<file path="src/rtl/wallace_tree.sv">
// 16x16 unsigned multiplier: Wallace carry-save tree (16->11->8->6->4->3->2 rows), final
// carry-propagate adder, and a two-deep history of captured products.
module wallace_tree (
  input  logic        Clk,
  input  logic        Reset,
  input  logic        Run,
  input  logic        ClearA_LoadB,
  input  logic [15:0] MUR,
  input  logic [15:0] MUD,
  output logic [31:0] z1,
  output logic [31:0] z2,
  output logic [31:0] result,
  output logic [31:0] result1,
  output logic [31:0] result2
);

  function automatic logic [31:0] csa_sum(input logic [31:0] a, input logic [31:0] b,
                                          input logic [31:0] c);
    return a ^ b ^ c;
  endfunction

  // Carry row is pre-shifted to its true weight; bit 31 falls off and is always 0 here.
  function automatic logic [31:0] csa_carry(input logic [31:0] a, input logic [31:0] b,
                                            input logic [31:0] c);
    return ((a & b) | (a & c) | (b & c)) << 1;
  endfunction

  logic [31:0] w_l0 [16];
  logic [31:0] w_l1 [11];
  logic [31:0] w_l2 [8];
  logic [31:0] w_l3 [6];
  logic [31:0] w_l4 [4];
  logic [31:0] w_l5 [3];
  logic [31:0] w_l6 [2];

  for (genvar i = 0; i < 16; i++) begin : g_pp
    assign w_l0[i] = {16'b0, MUD & {16{MUR[i]}}} << i;
  end

  // Level 1: 16 -> 11
  for (genvar g = 0; g < 5; g++) begin : g_l1
    assign w_l1[2*g]   = csa_sum  (w_l0[3*g], w_l0[3*g+1], w_l0[3*g+2]);
    assign w_l1[2*g+1] = csa_carry(w_l0[3*g], w_l0[3*g+1], w_l0[3*g+2]);
  end
  assign w_l1[10] = w_l0[15];

  // Level 2: 11 -> 8
  for (genvar g = 0; g < 3; g++) begin : g_l2
    assign w_l2[2*g]   = csa_sum  (w_l1[3*g], w_l1[3*g+1], w_l1[3*g+2]);
    assign w_l2[2*g+1] = csa_carry(w_l1[3*g], w_l1[3*g+1], w_l1[3*g+2]);
  end
  assign w_l2[6] = w_l1[9];
  assign w_l2[7] = w_l1[10];

  // Level 3: 8 -> 6
  for (genvar g = 0; g < 2; g++) begin : g_l3
    assign w_l3[2*g]   = csa_sum  (w_l2[3*g], w_l2[3*g+1], w_l2[3*g+2]);
    assign w_l3[2*g+1] = csa_carry(w_l2[3*g], w_l2[3*g+1], w_l2[3*g+2]);
  end
  assign w_l3[4] = w_l2[6];
  assign w_l3[5] = w_l2[7];

  // Level 4: 6 -> 4
  for (genvar g = 0; g < 2; g++) begin : g_l4
    assign w_l4[2*g]   = csa_sum  (w_l3[3*g], w_l3[3*g+1], w_l3[3*g+2]);
    assign w_l4[2*g+1] = csa_carry(w_l3[3*g], w_l3[3*g+1], w_l3[3*g+2]);
  end

  // Level 5: 4 -> 3, level 6: 3 -> 2
  assign w_l5[0] = csa_sum  (w_l4[0], w_l4[1], w_l4[2]);
  assign w_l5[1] = csa_carry(w_l4[0], w_l4[1], w_l4[2]);
  assign w_l5[2] = w_l4[3];

  assign w_l6[0] = csa_sum  (w_l5[0], w_l5[1], w_l5[2]);
  assign w_l6[1] = csa_carry(w_l5[0], w_l5[1], w_l5[2]);

  assign z1     = w_l6[0];
  assign z2     = w_l6[1];
  assign result = w_l6[0] + w_l6[1];

  logic [31:0] r_result1;
  logic [31:0] r_result2;

  always_ff @(posedge Clk or negedge Reset) begin
    if (!Reset) begin
      r_result1 <= '0;
      r_result2 <= '0;
    end else if (ClearA_LoadB) begin
      r_result1 <= '0;
      r_result2 <= '0;
    end else if (Run) begin
      r_result2 <= r_result1;
      r_result1 <= result;
    end
  end

  assign result1 = r_result1;
  assign result2 = r_result2;

endmodule

</file>
<file path="config.mk">
export PLATFORM = sky130hd
export DESIGN_NAME = wallace_tree
export DESIGN_NICKNAME = d
export VERILOG_FILES = /design/src/rtl/wallace_tree.sv
export SDC_FILE = /design/constraint.sdc
export NUM_CORES = 1
export LEC_CHECK = 0
export CAP_MARGIN = 15
export CORE_MARGIN = 2
export CORE_UTILIZATION = 60
export CTS_BUF_LIST = sky130_fd_sc_hd__clkbuf_16
export DETAILED_ROUTE_END_ITERATION = 8
export GPL_TIMING_DRIVEN = 0
export HOLD_SLACK_MARGIN = 0.08
export PLACE_DENSITY = 0.89
export SYNTH_ARGS = -nofsm -noshare
export SYNTH_HDL_FRONTEND = slang
export SYNTH_SLANG_ARGS = --single-unit
export TNS_END_PERCENT = 1
</file>
<file path="constraint.sdc">
create_clock -name Clk -period 16.95 [get_ports Clk]
set_input_delay 3.39 -clock Clk [delete_from_list [all_inputs] [get_ports Clk]]
set_output_delay 3.39 -clock Clk [all_outputs]
set_load 0.1 [all_outputs]
</file>
==> results of run 1 <==
## cell families (layout without fill, tap and decap cells)
kind of cell	count (synthesis)	in the layout
mux	50	50
buf+inv	247	450
simple gates	388	388
compound gates	80	80
fa+ha+maj	278	278
other cells	1	8
flops	64	64
xor+xnor	22	22
## worst min-delay path: stages (launching register included)
cell and delay, ns:
dfrtp_1 0.34, mux2i_1 0.07, nor2_1 0.07
## layer usage
layer | up-vias | GRT usage (%)
li1 | 3866 | -
met1 | 4512 | 42.72
met2 | 434 | 56.10
met3 | 83 | 4.815
met4 | 0 | 10.58
met5 | - | 0
## layout make-up
type                       count  area share, %
timing repair buffer         187          14.06
tap                          229          2.146
multi-input combinational    826          61.70
clock inverter                 7         0.7216
clock buffer                   9          1.687
inverter                     178          5.004
buffer                        69          2.690
sequential                    64          12.00
## worst paths after layout
check,slack [ns],end,from,cells after the start
worst max-delay path,2.35,result[31],MUR[11],20
worst min-delay path,0.52,result2[29]$_DFFE_PN0P_,result2[29]$_DFFE_PN0P_,2
worst max register to register,15.91,result1[20]$_DFFE_PN0P_,result1[20]$_DFFE_PN0P_,2
worst min register to register,0.52,result2[29]$_DFFE_PN0P_,result2[29]$_DFFE_PN0P_,2
max in group asynchronous,13.27,result2[11]$_DFFE_PN0P_,Reset,2
min in group asynchronous,3.07,result2[21]$_DFFE_PN0P_,Reset,1
## Yosys cell counts, drive strengths merged (3+ instances only)
| cell type | number | area, µm² |
|---|---|---|
| a31oi | 4 | 25.02 |
| and2 | 149 | 934.7 |
| nand2 | 122 | 457.9 |
| buf | 25 | 193.9 |
| xor2 | 8 | 70.07 |
| nor3b | 3 | 22.52 |
| fa | 201 | 4024 |
| dfrtp | 64 | 1602 |
| nand2b | 4 | 25.02 |
| mux2i | 50 | 500.5 |
| ha | 77 | 963.4 |
| nor2 | 73 | 274.0 |
| clkbuf | 44 | 165.2 |
| a31o | 3 | 26.28 |
| a22o | 3 | 26.28 |
| a211oi | 4 | 35.03 |
| o21bai | 5 | 37.54 |
| o21ai | 11 | 62.56 |
| nand3 | 11 | 55.05 |
| inv | 178 | 668.1 |
| nor3 | 6 | 30.03 |
| a21oi | 18 | 90.09 |
| or3 | 3 | 18.77 |
| xnor2 | 14 | 122.6 |
| a41oi | 3 | 26.28 |
| nand4 | 3 | 18.77 |
| o21a | 3 | 22.52 |
| a21o | 10 | 75.07 |
## state kept, by name, indices dropped and copies added (netlist names)
signal and flops:
result1 32, result2 32
## per-stage QoR
| step | util, % | cells | instance area [µm²] | hold WS, ns |
|---|---|---|---|---|
| 6_report | 74.84 | 1569 | 13350 | 0.5199 |
| 5_1_grt | 74.84 | 1569 | 13350 | 0.5441 |
| 4_1_cts | 74.84 | 1569 | 13350 | 0.5277 |
| 3_5_place_dp | 73.03 | 1553 | 13030 | 0.5136 |
| 3_3_place_gp | 72.95 | 1552 | 13020 | 0.5028 |
| 2_1_floorplan | - | 1137 | 10870 | 1.008 |
==> summary.txt, run 1 <==
Routing
  – Avg WL per Cell: between 15 and 20 µm
  – First-iteration detailed-routing DRC count: between 600 and 700
  – DR top layer: met4
  – Vias: 8895
  – WL met3: around 2.2 mm
  – DRT Wirelength: approximately 30 mm
  – DRT Pass-1 Iters: 5
  – Via/cell ratio: 5.669
  – M1 WL: approximately 11 mm
  – WL met2: 15.37 mm
  – Final ANT Viol Nets: 0
  – DR DRC count: 0

Placed design
  – Routability Congestion: 0.9423
  – Place WS: around 2.4 ns
  – I/O Buffers: 186
  – HPWL after DPL: 24.91 mm

Clocking
  – Clk buf depth: 2
  – Clock latency at the later pin of the worst-skew pair: between 0.3 and 0.4 ns
  – Postcts setup bufs: 0
  – Clock sinks: 64
  – CTS tree: yes
  – Hold Buf Count CTS: 0
  – Clk root buf: clkbuf_16
  – Post-cts sizing count: 0
  – Reg clk slew, reported paths: around 0.050 ns
  – Cts bufs inserted: 9
  – CTS H-Tree Depth: 3

Final layout
  – Sequential cell area: 0.001602 mm²
  – Antenna cell count: 0
  – Fill count: around 1200
  – Area of the multi-input gates: ~0.008 mm²
  – Layout cells sized above 1: 4.179%
  – Commonest non-fill, non-tap cell in the layout: fa_1
  – P&R area growth vs syn: 23.17%
  – Fin nets: about 1600
  – Most frequent cells in the layout: fa_1 (201), clkdlybuf4s50_1 (185), inv_1 (178), and2_1 (146), nand2_1 (122)

Worst hold path
  – Hold Path Class: reg2reg

Synth
  – Simple-gate area share of the yosys netlist: 17.98%
  – Syn Inst Count: between 1000 and 1500
  – Main combinational cell family by area after synthesis: adder cells
  – Syn Std Cell Area: about 0.011 mm²
  – Mux share of post-synthesis cell area: 4.617%
  – Count of cell types in the netlist: around 60
  – Sequential-to-total area share from yosys stat: between 10% and 20%
  – Compound-Gate Fraction of Synth Area: roughly 5.3%
  – Post-synth ARST share: 100.0%
  – Area share of fa/ha/maj cells after synthesis: between 40% and 50%
  – Synth Area in XOR/XNOR: between 1.5 and 2%
  – Avg Inst Size Synth: between 9 and 10 µm²
  – EDFF count, synth: 0
  – FF+latch count, synth: 64
  – Syn. warnings: 0
  – Top_reg_cell synth: dfrtp_1

Worst setup path
  – Crit. End Element: output port
  – CP top delay family: adder cells
  – Slowest cell on crit path: clkdlybuf4s50_1
  – WP buf/inv: 6
  – Startpoint Class: primary input
  – Most used cell, CP: fa_1
  – Max incr delay on CP: between 1 and 1.5 ns
  – Worst EP arrival: 11.21 ns
  – CP Cell Sequence: clkdlybuf4s50_1 > clkbuf_1 > nand2_1 > fa_1 > fa_1 > inv_1 > fa_1 > inv_1 > fa_1 > fa_1 > fa_1 > inv_1 > ha_1 > or2_2 > a21oi_1 > nor3_1 > a2111oi_0 > o21bai_1 > xnor2_1 > clkdlybuf4s50_1
  – Worst-path maximum fanout: 10
  – CP required: between 10 and 15 ns
  – CP Class: in2out

STA
  – Final worst-path cycle share: approximately 86%
  – Final setup viols: 0
  – Minimum clock period: 14.60 ns
  – Final WS setup: 2.354 ns
  – Fin Setup TNS: 0 ns
  – Final Hold Viols: 0
  – Max transition margin: 29.21%
  – Final slew viol count: 0
  – Clock Skews: approximately 0.004 ns
  – RSZ-0062 raised after global routing: false
  – Actual slew at the worst max-slew pin: between 1 and 1.5 ns
  – Fmax: 68.51 MHz

Global route
  – Vias in the first global route: 9515
  – GRT Overall Usage: 32.54%
  – Initial antenna violation count: 0
  – First-pass GRT wire length: slightly below 50 mm
  – Pin count of the biggest net entering global routing: 40
  – Total global routing overflow: 0

Floorplan
  – Die Y: about 140 µm
  – DIE AREA: 0.01916 mm²
  – Placement Rows: between 40 and 50
  – Initial Util: 60.76%
  – Core Box Area: around 0.018 mm²
  – I/O pins: approximately 200
  – Die W: ~140 µm

Job
  – Number of max-cap violations: 0

Outcome
  – Status: finished clean
Power of run 1 is not shown: default switching activity piles up to over one toggle a cycle in this logic, so the estimate is an artifact.
==> run 2, diff against run 1 <==
--- a/config.mk
+++ b/config.mk
@@ -9,6 +9,7 @@
 export CORE_MARGIN = 2
 export CORE_UTILIZATION = 60
 export CTS_BUF_LIST = sky130_fd_sc_hd__clkbuf_16
+export CTS_CLUSTER_DIAMETER = 60
 export DETAILED_ROUTE_END_ITERATION = 8
 export GPL_TIMING_DRIVEN = 0
 export HOLD_SLACK_MARGIN = 0.08
==> results of run 2 <==
Final layout, timing and power as in run 1 (identical DEF).
Power of run 2 is left out for the same reason.
==> run 3, diff against run 2 <==
--- a/config.mk
+++ b/config.mk
@@ -14,6 +14,7 @@
 export GPL_TIMING_DRIVEN = 0
 export HOLD_SLACK_MARGIN = 0.08
 export PLACE_DENSITY = 0.89
+export SKIP_LAST_GASP = 1
 export SYNTH_ARGS = -nofsm -noshare
 export SYNTH_HDL_FRONTEND = slang
 export SYNTH_SLANG_ARGS = --single-unit
==> results of run 3 <==
Final layout, timing and power as in run 1 (identical DEF).
Power of run 3 is left out for the same reason.
